--- src/rtl/adxl362_spi_responder.sv ---
// ADXL362 register-map emulator on the responder side of a mode-0 SPI bus.
// Lets the ACL2 SPI initiator run in loopback without the real sensor.
//
// Ports
//   i_clk_20mhz, i_rst_20mhz_n     : system clock, async active-low reset
//   ei_sck, ei_csn, ei_copi        : SPI pins from the initiator (asynchronous)
//   eo_cipo_o, eo_cipo_t           : CIPO data and tri-state enable (1 = high-Z)
//   eo_int1, eo_int2               : interrupt levels from STATUS and INTMAP1/2
//   i_meas_data, i_meas_valid      : new XDATA_L..TEMP_H bytes (0x0E..0x15)
//   i_act_pulse, i_inact_pulse     : set STATUS.ACT / STATUS.INACT
//   o_reg_power_ctl                : current POWER_CTL (0x2D)
//   o_transact_done, o_soft_reset  : one-cycle pulses at the end of a transaction
module adxl362_spi_responder #(
  parameter logic [7:0] parm_part_id = 8'hF2,
  parameter logic [7:0] parm_rev_id  = 8'h01
) (
  input  logic        i_clk_20mhz,
  input  logic        i_rst_20mhz_n,
  input  logic        ei_sck,
  input  logic        ei_csn,
  input  logic        ei_copi,
  output logic        eo_cipo_o,
  output logic        eo_cipo_t,
  output logic        eo_int1,
  output logic        eo_int2,
  input  logic [63:0] i_meas_data,
  input  logic        i_meas_valid,
  input  logic        i_act_pulse,
  input  logic        i_inact_pulse,
  output logic [7:0]  o_reg_power_ctl,
  output logic        o_transact_done,
  output logic        o_soft_reset
);

  typedef enum logic [2:0] {ST_IDLE, ST_CMD, ST_ADDR, ST_WRITE, ST_READ, ST_IGNORE} state_e;

  localparam int unsigned FILTER_IDX = 12;  // 0x2C
  localparam int unsigned INTMAP1_IDX = 10; // 0x2A
  localparam int unsigned INTMAP2_IDX = 11; // 0x2B
  localparam int unsigned POWER_IDX = 13;   // 0x2D

  // Reset: asserts asynchronously, releases on a clock edge.
  logic [1:0] rst_sync_q;
  logic       rst_n;
  always_ff @(posedge i_clk_20mhz or negedge i_rst_20mhz_n) begin
    if (!i_rst_20mhz_n) rst_sync_q <= 2'b00;
    else                rst_sync_q <= {rst_sync_q[0], 1'b1};
  end
  assign rst_n = rst_sync_q[1];

  // Two sync flops per pin, plus a third for edge detection on SCK/CSN.
  logic [2:0] sck_q, csn_q;
  logic [1:0] copi_q;
  always_ff @(posedge i_clk_20mhz or negedge rst_n) begin
    if (!rst_n) begin
      sck_q  <= 3'b000;
      csn_q  <= 3'b111;
      copi_q <= 2'b00;
    end else begin
      sck_q  <= {sck_q[1:0], ei_sck};
      csn_q  <= {csn_q[1:0], ei_csn};
      copi_q <= {copi_q[0], ei_copi};
    end
  end

  logic sck_rise, sck_fall, csn_rise, csn_fall;
  assign sck_rise = sck_q[1] & ~sck_q[2];
  assign sck_fall = ~sck_q[1] & sck_q[2];
  assign csn_rise = csn_q[1] & ~csn_q[2];
  assign csn_fall = ~csn_q[1] & csn_q[2];

  state_e      state_q, state_d;
  logic [2:0]  bit_cnt_q;
  logic [6:0]  shift_q;
  logic        cmd_wr_q;
  logic [7:0]  addr_q, rd_addr_q, tx_q;
  logic        cipo_q;
  logic [7:0]  byte_in, rd_sel, rd_data;
  logic        byte_done, wr_done, rd_done;

  logic [7:0]  cfg_q [15];
  logic [63:0] meas_q, pend_q;
  logic        pend_v_q, dr_q, act_q, inact_q, soft_arm_q;
  logic        done_q, soft_q, int1_q, int2_q;
  logic [6:0]  status_w;

  assign byte_in   = {shift_q, copi_q[1]};
  assign byte_done = sck_rise && (bit_cnt_q == 3'd7) && (state_q != ST_IDLE);
  assign wr_done   = byte_done && (state_q == ST_WRITE);
  assign rd_done   = byte_done && (state_q == ST_READ);
  assign status_w  = {1'b0, inact_q, act_q, 3'b000, dr_q};

  // FSM state register
  always_ff @(posedge i_clk_20mhz or negedge rst_n) begin
    if (!rst_n) state_q <= ST_IDLE;
    else        state_q <= state_d;
  end

  // FSM next state
  always_comb begin
    state_d = state_q;
    case (state_q)
      ST_IDLE: if (csn_fall) state_d = ST_CMD;
      ST_CMD:  if (byte_done) state_d = (byte_in == 8'h0A || byte_in == 8'h0B) ? ST_ADDR : ST_IGNORE;
      ST_ADDR: if (byte_done) state_d = cmd_wr_q ? ST_WRITE : ST_READ;
      default: state_d = state_q;
    endcase
    if (csn_rise) state_d = ST_IDLE;
  end

  // FSM outputs: CIPO is driven only during a read data phase or an ignored command.
  always_comb begin
    eo_cipo_t = 1'b1;
    if (!csn_q[1] && (state_q == ST_READ || state_q == ST_IGNORE)) eo_cipo_t = 1'b0;
  end

  // During the address byte the register is fetched from the incoming byte itself.
  assign rd_sel = (state_q == ST_ADDR) ? byte_in : addr_q;

  always_comb begin
    rd_data = 8'h00;
    case (rd_sel)
      8'h00: rd_data = 8'hAD;
      8'h01: rd_data = 8'h1D;
      8'h02: rd_data = parm_part_id;
      8'h03: rd_data = parm_rev_id;
      8'h0B: rd_data = {1'b0, status_w};
      8'h0E: rd_data = meas_q[63:56];
      8'h0F: rd_data = meas_q[55:48];
      8'h10: rd_data = meas_q[47:40];
      8'h11: rd_data = meas_q[39:32];
      8'h12: rd_data = meas_q[31:24];
      8'h13: rd_data = meas_q[23:16];
      8'h14: rd_data = meas_q[15:8];
      8'h15: rd_data = meas_q[7:0];
      default: if (rd_sel inside {[8'h20:8'h2E]}) rd_data = cfg_q[rd_sel[3:0]];
    endcase
  end

  // Bit/byte datapath
  always_ff @(posedge i_clk_20mhz or negedge rst_n) begin
    if (!rst_n) begin
      bit_cnt_q <= 3'd0;
      shift_q   <= 7'd0;
      cmd_wr_q  <= 1'b0;
      addr_q    <= 8'h00;
      rd_addr_q <= 8'h00;
      tx_q      <= 8'h00;
      cipo_q    <= 1'b0;
    end else if (csn_fall || csn_rise) begin
      bit_cnt_q <= 3'd0;
      tx_q      <= 8'h00;
      cipo_q    <= 1'b0;
    end else if (sck_rise && state_q != ST_IDLE) begin
      bit_cnt_q <= bit_cnt_q + 3'd1;
      shift_q   <= byte_in[6:0];
      if (bit_cnt_q == 3'd7) begin
        case (state_q)
          ST_CMD: begin
            cmd_wr_q <= (byte_in == 8'h0A);
            tx_q     <= 8'h00;
          end
          ST_ADDR: begin
            if (cmd_wr_q) begin
              addr_q <= byte_in;
            end else begin
              tx_q      <= rd_data;
              rd_addr_q <= byte_in;
              addr_q    <= byte_in + 8'd1;
            end
          end
          ST_WRITE: addr_q <= addr_q + 8'd1;
          ST_READ: begin
            tx_q      <= rd_data;
            rd_addr_q <= addr_q;
            addr_q    <= addr_q + 8'd1;
          end
          default: tx_q <= 8'h00;
        endcase
      end
    end else if (sck_fall && state_q != ST_IDLE) begin
      cipo_q <= tx_q[7];
      tx_q   <= {tx_q[6:0], 1'b0};
    end
  end

  // Register file, status and measurement shadow. Later assignments win, so
  // set pulses override same-cycle clears and soft reset overrides everything.
  always_ff @(posedge i_clk_20mhz or negedge rst_n) begin
    if (!rst_n) begin
      for (int i = 0; i < 15; i++) cfg_q[i] <= (i == FILTER_IDX) ? 8'h13 : 8'h00;
      meas_q     <= 64'd0;
      pend_q     <= 64'd0;
      pend_v_q   <= 1'b0;
      dr_q       <= 1'b0;
      act_q      <= 1'b0;
      inact_q    <= 1'b0;
      soft_arm_q <= 1'b0;
      done_q     <= 1'b0;
      soft_q     <= 1'b0;
      int1_q     <= 1'b0;
      int2_q     <= 1'b0;
    end else begin
      done_q <= csn_rise;
      soft_q <= csn_rise & soft_arm_q;
      int1_q <= (|(status_w & cfg_q[INTMAP1_IDX][6:0])) ^ cfg_q[INTMAP1_IDX][7];
      int2_q <= (|(status_w & cfg_q[INTMAP2_IDX][6:0])) ^ cfg_q[INTMAP2_IDX][7];

      if (wr_done) begin
        if (addr_q inside {[8'h20:8'h2E]}) cfg_q[addr_q[3:0]] <= byte_in;
        if (addr_q == 8'h1F && byte_in == 8'h52) soft_arm_q <= 1'b1;
      end
      if (rd_done && rd_addr_q == 8'h15) dr_q <= 1'b0;
      if (rd_done && rd_addr_q == 8'h0B) begin
        act_q   <= 1'b0;
        inact_q <= 1'b0;
      end

      // Data arriving mid-transaction waits for CSN rise so bursts stay coherent.
      if (csn_rise && pend_v_q) begin
        meas_q   <= pend_q;
        dr_q     <= 1'b1;
        pend_v_q <= 1'b0;
      end
      if (i_meas_valid) begin
        if (csn_q[1]) begin
          meas_q   <= i_meas_data;
          dr_q     <= 1'b1;
          pend_v_q <= 1'b0;
        end else begin
          pend_q   <= i_meas_data;
          pend_v_q <= 1'b1;
        end
      end
      if (i_act_pulse)   act_q   <= 1'b1;
      if (i_inact_pulse) inact_q <= 1'b1;

      if (csn_rise) soft_arm_q <= 1'b0;
      if (csn_rise && soft_arm_q) begin
        for (int i = 0; i < 15; i++) cfg_q[i] <= (i == FILTER_IDX) ? 8'h13 : 8'h00;
        meas_q   <= 64'd0;
        pend_v_q <= 1'b0;
        dr_q     <= 1'b0;
        act_q    <= 1'b0;
        inact_q  <= 1'b0;
      end
    end
  end

  assign eo_cipo_o       = cipo_q;
  assign eo_int1         = int1_q;
  assign eo_int2         = int2_q;
  assign o_reg_power_ctl = cfg_q[POWER_IDX];
  assign o_transact_done = done_q;
  assign o_soft_reset    = soft_q;

endmodule

--- config.mk ---
export PLATFORM = sky130hd
export DESIGN_NAME = adxl362_spi_responder
export DESIGN_NICKNAME = d
export VERILOG_FILES = /design/src/rtl/adxl362_spi_responder.sv
export SDC_FILE = /design/constraint.sdc
export NUM_CORES = 1
export LEC_CHECK = 0
export CAP_MARGIN = 5
export CORE_MARGIN = 2
export CORE_UTILIZATION = 25
export DETAILED_ROUTE_END_ITERATION = 7
export DONT_BUFFER_PORTS = 1
export GPL_ROUTABILITY_DRIVEN = 0
export HOLD_SLACK_MARGIN = 0.12
export PLACE_DENSITY_LB_ADDON = 0.3
export SLEW_MARGIN = 20
export SYNTH_ARGS = -nofsm -noshare
export SYNTH_HDL_FRONTEND = slang
export SYNTH_SLANG_ARGS = --single-unit
export TNS_END_PERCENT = 5
--- constraint.sdc ---
create_clock -name i_clk_20mhz -period 10.7 [get_ports i_clk_20mhz]
set_clock_uncertainty 0.05 [all_clocks]
set_input_delay 1.07 -clock i_clk_20mhz [delete_from_list [all_inputs] [get_ports i_clk_20mhz]]
set_output_delay 1.07 -clock i_clk_20mhz [all_outputs]
set_load 0.01 [all_outputs]
==> results.sh, run 1 <==
export IMPL_synth_area_um2=15500
export IMPL_synth_avg_cell_area_um2=9.27
export IMPL_power_internal_uw=2220
export IMPL_die_w_um=253
export IMPL_initial_utilization=0.252
export IMPL_drc=0
export IMPL_yosys_warnings=0
export IMPL_slew_violations=0
export IMPL_final_common_cell="dfrtp_1"
export IMPL_dr_pass1_iters=5
export IMPL_yosysTopAreaCell="dfrtp_1"
export IMPL_synth_nets=1752
export IMPL_p_comb_frac=0.144
export IMPL_drt_vias_per_instance=5.34
export IMPL_synth_enable_flop_cells=0
export IMPL_clock_sinks=306
export IMPL_synth_seq_cells=306
export IMPL_drtIter0Drc=1492
export IMPL_slew_headroom=0.224
export IMPL_cts_hold_buf=0
export IMPL_seq_area_frac_synth=0.495
export IMPL_worst_path_max_fanout=25
export IMPL_numCtsBuffers=38
export IMPL_crit_path_start_kind="flop"
export IMPL_hpwlAfterDp_um=35200
export IMPL_antenna_found_initial=2
export IMPL_hold_path_class="in -> async"
export IMPL_cts_root_buf="clkbuf_16"
export IMPL_fin_nets=1666
export IMPL_syn2layout_area_growth_pct=12.2
export IMPL_layout_min_cycle_time_ns=3.82
export IMPL_worstPathArrival_ns=4.21
export IMPL_p_clk_frac=0.424
export IMPL_diodes=0
export IMPL_final_cell_mix="298 x dfrtp_1, 284 x nand2_1, 177 x nand3_1"
export IMPL_ios=86
export IMPL_dr_total_vias=12826
export IMPL_period_share=0.357
export IMPL_fillCellCount=6470
export IMPL_drt_total_wl_um=53300
export IMPL_status="finished, final reports clean"
export IMPL_final_hold_viol_count=0
export IMPL_io_buffers=0
export IMPL_final_layout_size_suffix_gt1_frac=0.124
export IMPL_rsz0062_at_grt="false"
export IMPL_grt_pass1_wl_um=81900
export IMPL_crit_type="reg -> reg"
export IMPL_power_leakage_uw=0.00685
export IMPL_timing_final_setup_violations=0
export IMPL_clock_path_buffers=3
export IMPL_register_area_um2=7670
export IMPL_multi_input_area_um2=7160
export IMPL_ys_async_sr_fraction=1.00
export IMPL_drv_cap=0
export IMPL_grtUsageTotal=0.166
export IMPL_power_density_nw_per_um2=182
export IMPL_ys_flop_type="dfrtp_1"
export IMPL_routedWlPerCell_um=22.2
export IMPL_cts_tree="built"
export IMPL_seq_power_share=0.432
export IMPL_syn_inst=1671
export IMPL_clock_latency_ns=0.57
export IMPL_p_total_uw=3170
export IMPL_fmax_ghz=0.262
export IMPL_grt_pass1_vias=12607
export IMPL_die_area_um2=64000
export IMPL_synth_area_leaders="dfrtp_1 48%, nand2_1 6.9%, nand3_1 5.7%"
export IMPL_fin_tns_setup_ns=0
export IMPL_clk_pin_slew_worst_paths_ns=0.06
export IMPL_switching_share=0.299
export IMPL_cp_data_required_time_ns=11.10
export IMPL_cts_resized=0
export IMPL_utilization=0.283
export IMPL_tightest_slew_ns=1.16
export IMPL_peakVddDrop_v=0.000119
export IMPL_synth_distinct_cells=84
export IMPL_grt_overflow=0
export IMPL_core_area_um2=61500
export IMPL_htree_levels=2
export IMPL_die_y_um=253
export IMPL_synth_top_area_share=0.485
export IMPL_antenna_left=0
export IMPL_row_count=91
export IMPL_grt_max_degree=170
export IMPL_end_kind="flop"
export IMPL_post_cts_buffers=0
export IMPL_p_switching_uw=947
-- stage by stage --
stage	cell area [um2]	hold WS, ns	setup slack (ns)	std cells
after global placement	16100	0.285	7.11	2335
after CTS	17400	0.148	6.96	2402
after global routing	17400	0.142	6.65	2402
after floorplan	15500	0.281	1.50	1671
after detailed placement	16100	0.301	6.99	2335
final	17400	0.173	6.88	2402
-- logic make-up after synthesis --
logic type               synth area share
AND/OR/NAND/NOR                     0.197
multiplexers                       0.0826
other                            0.000242
buffers and inverters              0.0453
flip-flops                          0.495
XOR/XNOR                          0.00565
AO/OA/AOI/OAI                       0.167
adder cells (fa/ha/maj)           0.00727
-- worst max-delay path, stage by stage, from the launching register on --
cell      delay (ns)
dfrtp_1         1.11
clkinv_1        0.62
mux2i_1         0.78
and2_1          0.36
a32oi_1         0.12
and4_1          0.22
a21oi_1         0.29
o21ai_1         0.15
-- registers in the layout, indices dropped and copies added (netlist names), 2 cells and up --
name / count
addr_q: 8
bit_cnt_q: 3
cfg_q: 112
copi_q: 2
csn_q: 3
meas_q: 64
o_reg_power_ctl: 8
pend_q: 64
rd_addr_q: 8
rst_sync_q: 2
sck_q: 3
shift_q: 7
state_q: 3
tx_q: 8
-- layer usage --
layer  track usage  share of wire
met2         0.265           0.47
met1         0.219           0.43
met5             0        0.00015
met3        0.0457          0.076
met4        0.0504          0.028
-- power groups by stage --
stage               sequential [uW]  combinational, uW  clock, uW
floorplan                      1340                334          0
global placement               1390                447          0
detailed placement             1390                452          0
CTS                            1370                455       1370
global route                   1380                502       1410
finish                         1370                457       1340
-- cell type report --
type | instances | area share
timing repair buffer | 28 | 0.0128
inverter | 14 | 0.00331
tap | 790 | 0.0569
clock buffer | 53 | 0.0620
sequential | 306 | 0.441
clock inverter | 14 | 0.0113
multi-input combinational | 1197 | 0.412
-- cell usage after synthesis, types with 8 or more instances --
library cell,number
nor2b_1,8
mux2_2,73
a31oi_1,10
a22oi_1,14
nand2_1,286
o21ai_0,44
and3_1,8
buf_2,14
a311oi_1,65
nand2b_1,10
nand4_1,9
clkbuf_1,120
dfrtp_1,300
ha_1,9
and2_1,9
mux2i_1,43
buf_4,12
nor2_1,127
o22ai_1,11
a221oi_1,9
inv_1,12
a21oi_1,155
nand3_1,177
a32oi_1,16
-- path summary, 6_finish.rpt --
kind                                    startpoint                      end  slack [ns]  cells past startpoint
setup / recovery               copi_q[1]$_DFF_PN0_      tx_q[6]$_DFFE_PN0P_        6.88                      7
hold / removal                       i_rst_20mhz_n  rst_sync_q[0]$_DFF_PN0_        0.17                      0
setup reg to reg               copi_q[1]$_DFF_PN0_      tx_q[6]$_DFFE_PN0P_        6.88                      7
hold reg to reg                 csn_q[0]$_DFF_PN1_       csn_q[1]$_DFF_PN1_        0.31                      0
max in group asynchronous  rst_sync_q[1]$_DFF_PN0_     pend_v_q$_DFFE_PN0P_        8.03                      2
min in group i_clk_20mhz        csn_q[0]$_DFF_PN1_       csn_q[1]$_DFF_PN1_        0.31                      0
No activity file was read; power rests on OpenSTA's default activity.
==> inputs of run 2 (changes only) <==
Clock period 10.7 ns to 3.4 ns, I/O delays scaled along.
==> run 2 against run 1 <==
Core utilization grew 1.8 points; maximum frequency up 18%; wire length fell by 1.1%; combinational power rose to 3.5 times the previous value; clock power grew to 3.0 times the previous value.
==> results.sh, run 2 (same netlist as run 1, synthesis figures left out) <==
export IMPL_status="finished, final reports clean"
export IMPL_largest_register_ffs=112
export IMPL_dpl_cell_area_um2=16500
export IMPL_layout_min_cycle_time_ns=3.23
export IMPL_regMostFlops="cfg_q"
export IMPL_cts_root_buf="clkbuf_16"
export IMPL_numCtsBuffers=37
export IMPL_initial_utilization=0.252
export IMPL_htree_levels=2
export IMPL_period_share=0.951
export IMPL_slew_violations=0
export IMPL_syn2layout_area_growth_pct=19.3
export IMPL_cp_data_required_time_ns=3.86
export IMPL_antenna_found_initial=8
export IMPL_dp_slack_ns=0.251
export IMPL_grt_overflow=0
export IMPL_grt_max_degree=82
export IMPL_path_cells="and2_0 -> nand2_1 -> o31ai_1 -> a22oi_1 -> and3_1 -> a22oi_2"
export IMPL_die_w_um=253
export IMPL_clk_pin_slew_worst_paths_ns=0.06
export IMPL_clock_latency_ns=0.58
export IMPL_ios=86
export IMPL_power_leakage_uw=0.00737
export IMPL_routedWlPerCell_um=20.9
export IMPL_worstPathArrival_ns=3.69
export IMPL_dr_total_vias=13274
export IMPL_top_regs="cfg_q x112, meas_q x64, pend_q x64"
export IMPL_hpwlAfterDp_um=36300
export IMPL_fin_tns_setup_ns=0
export IMPL_setup_slack_ns=0.167
export IMPL_drt_total_wl_um=52700
export IMPL_stdcell_count=2517
export IMPL_worst_path_max_delay_cell="o31ai_1"
export IMPL_drc=0
export IMPL_row_count=91
export IMPL_die_y_um=253
export IMPL_peakVddDrop_v=0.000303
export IMPL_max_stage_delay_ns=0.92
export IMPL_timing_final_setup_violations=0
export IMPL_crit_path_start_kind="flop"
export IMPL_slew_headroom=0.239
export IMPL_final_common_cell="dfrtp_1"
export IMPL_finalInstanceArea_um2=18500
export IMPL_cts_tree="built"
export IMPL_fmax_ghz=0.309
export IMPL_drt_vias_per_instance=5.27
export IMPL_tightest_slew_ns=1.13
export IMPL_crit_type="reg -> reg"
export IMPL_final_layout_size_suffix_gt1_frac=0.140
export IMPL_utilization=0.301
export IMPL_final_cell_mix="298 x dfrtp_1, 284 x nand2_1, 177 x nand3_1"
export IMPL_die_area_um2=64000
export IMPL_drv_cap=0
export IMPL_clock_sinks=306
export IMPL_fin_nets=1779
export IMPL_power_density_nw_per_um2=537
export IMPL_io_buffers=0
export IMPL_final_hold_viol_count=0
export IMPL_drtIter0Drc=1377
export IMPL_clock_path_buffers=3
export IMPL_worst_path_max_fanout=15
export IMPL_grt_pass1_vias=12948
export IMPL_grt_pass1_wl_um=81900
export IMPL_antenna_left=0
export IMPL_dr_pass1_iters=6
export IMPL_core_area_um2=61500
export IMPL_end_kind="flop"
export IMPL_rsz0062_at_grt="false"
export IMPL_hold_path_class="in -> reg"
export IMPL_grtUsageTotal=0.165
export IMPL_placed_cells=2377
## run 2: path summary, 6_finish.rpt
| check | from | cells after the start | to | slack [ns] |
|---|---|---|---|---|
| setup / recovery | shift_q[2]$_DFFE_PN0P_ | 6 | tx_q[1]$_DFFE_PN0P_ | 0.17 |
| hold / removal | ei_csn | 1 | csn_q[0]$_DFF_PN1_ | 0.27 |
| setup reg to reg | shift_q[2]$_DFFE_PN0P_ | 6 | tx_q[1]$_DFFE_PN0P_ | 0.17 |
| hold reg to reg | copi_q[0]$_DFF_PN0_ | 0 | copi_q[1]$_DFF_PN0_ | 0.29 |
| max in group asynchronous | rst_sync_q[1]$_DFF_PN0_ | 1 | meas_q[45]$_DFF_PN0_ | 2.04 |
| min in group asynchronous | rst_sync_q[1]$_DFF_PN0_ | 0 | pend_q[62]$_DFFE_PN0P_ | 0.39 |
## run 2: power by group
| group | switching [uW] | internal (uW) |
|---|---|---|
| registers | 324 | 3950 |
| clock network | 1700 | 2370 |
| logic | 977 | 607 |
| total | 3000 | 6920 |
## run 2: area by class of cell
cell class / instances / area (um2)
antenna: 2 / 5.00
multi-input combinational: 1197 / 7160
inverter: 14 / 57.6
clock inverter: 15 / 191
fill: 6477 / 43000
tap: 790 / 988
clock buffer: 51 / 1060
sequential: 306 / 7670
timing repair buffer: 142 / 1360
## run 2: repair_timing
action | 4_1_cts | 5_1_grt
hold endpoints to repair | 136 | 0
buffers inserted | 0 | 0
gates resized for setup | 0 | 0
hold buffers | 72 | 0
## run 2: critical path, delay by kind of cell (launching register included)
kind            cells  cell delay [ns]
compound gates      3             1.48
flops               1             0.80
simple gates        3             0.83
## run 2: per-layer routing
layer / up-vias / share of wire / track usage / routed length (um)
li1: 6064 / - / - / -
met2: 499 / 0.47 / 0.265 / 24600
met5: - / 0.0013 / 0 / 68
met1: 6594 / 0.44 / 0.223 / 23100
met4: 12 / 0.026 / 0.0524 / 1350
met3: 105 / 0.068 / 0.0327 / 3590
## run 2: stage by stage
step | power [uW] | hold WS (ns)
after floorplan | 5250 | -0.00559
after global placement | 5800 | -0.00553
after detailed placement | 5830 | -0.00553
after CTS | 10000 | 0.251
after global routing | 10400 | 0.263
final | 9920 | 0.272
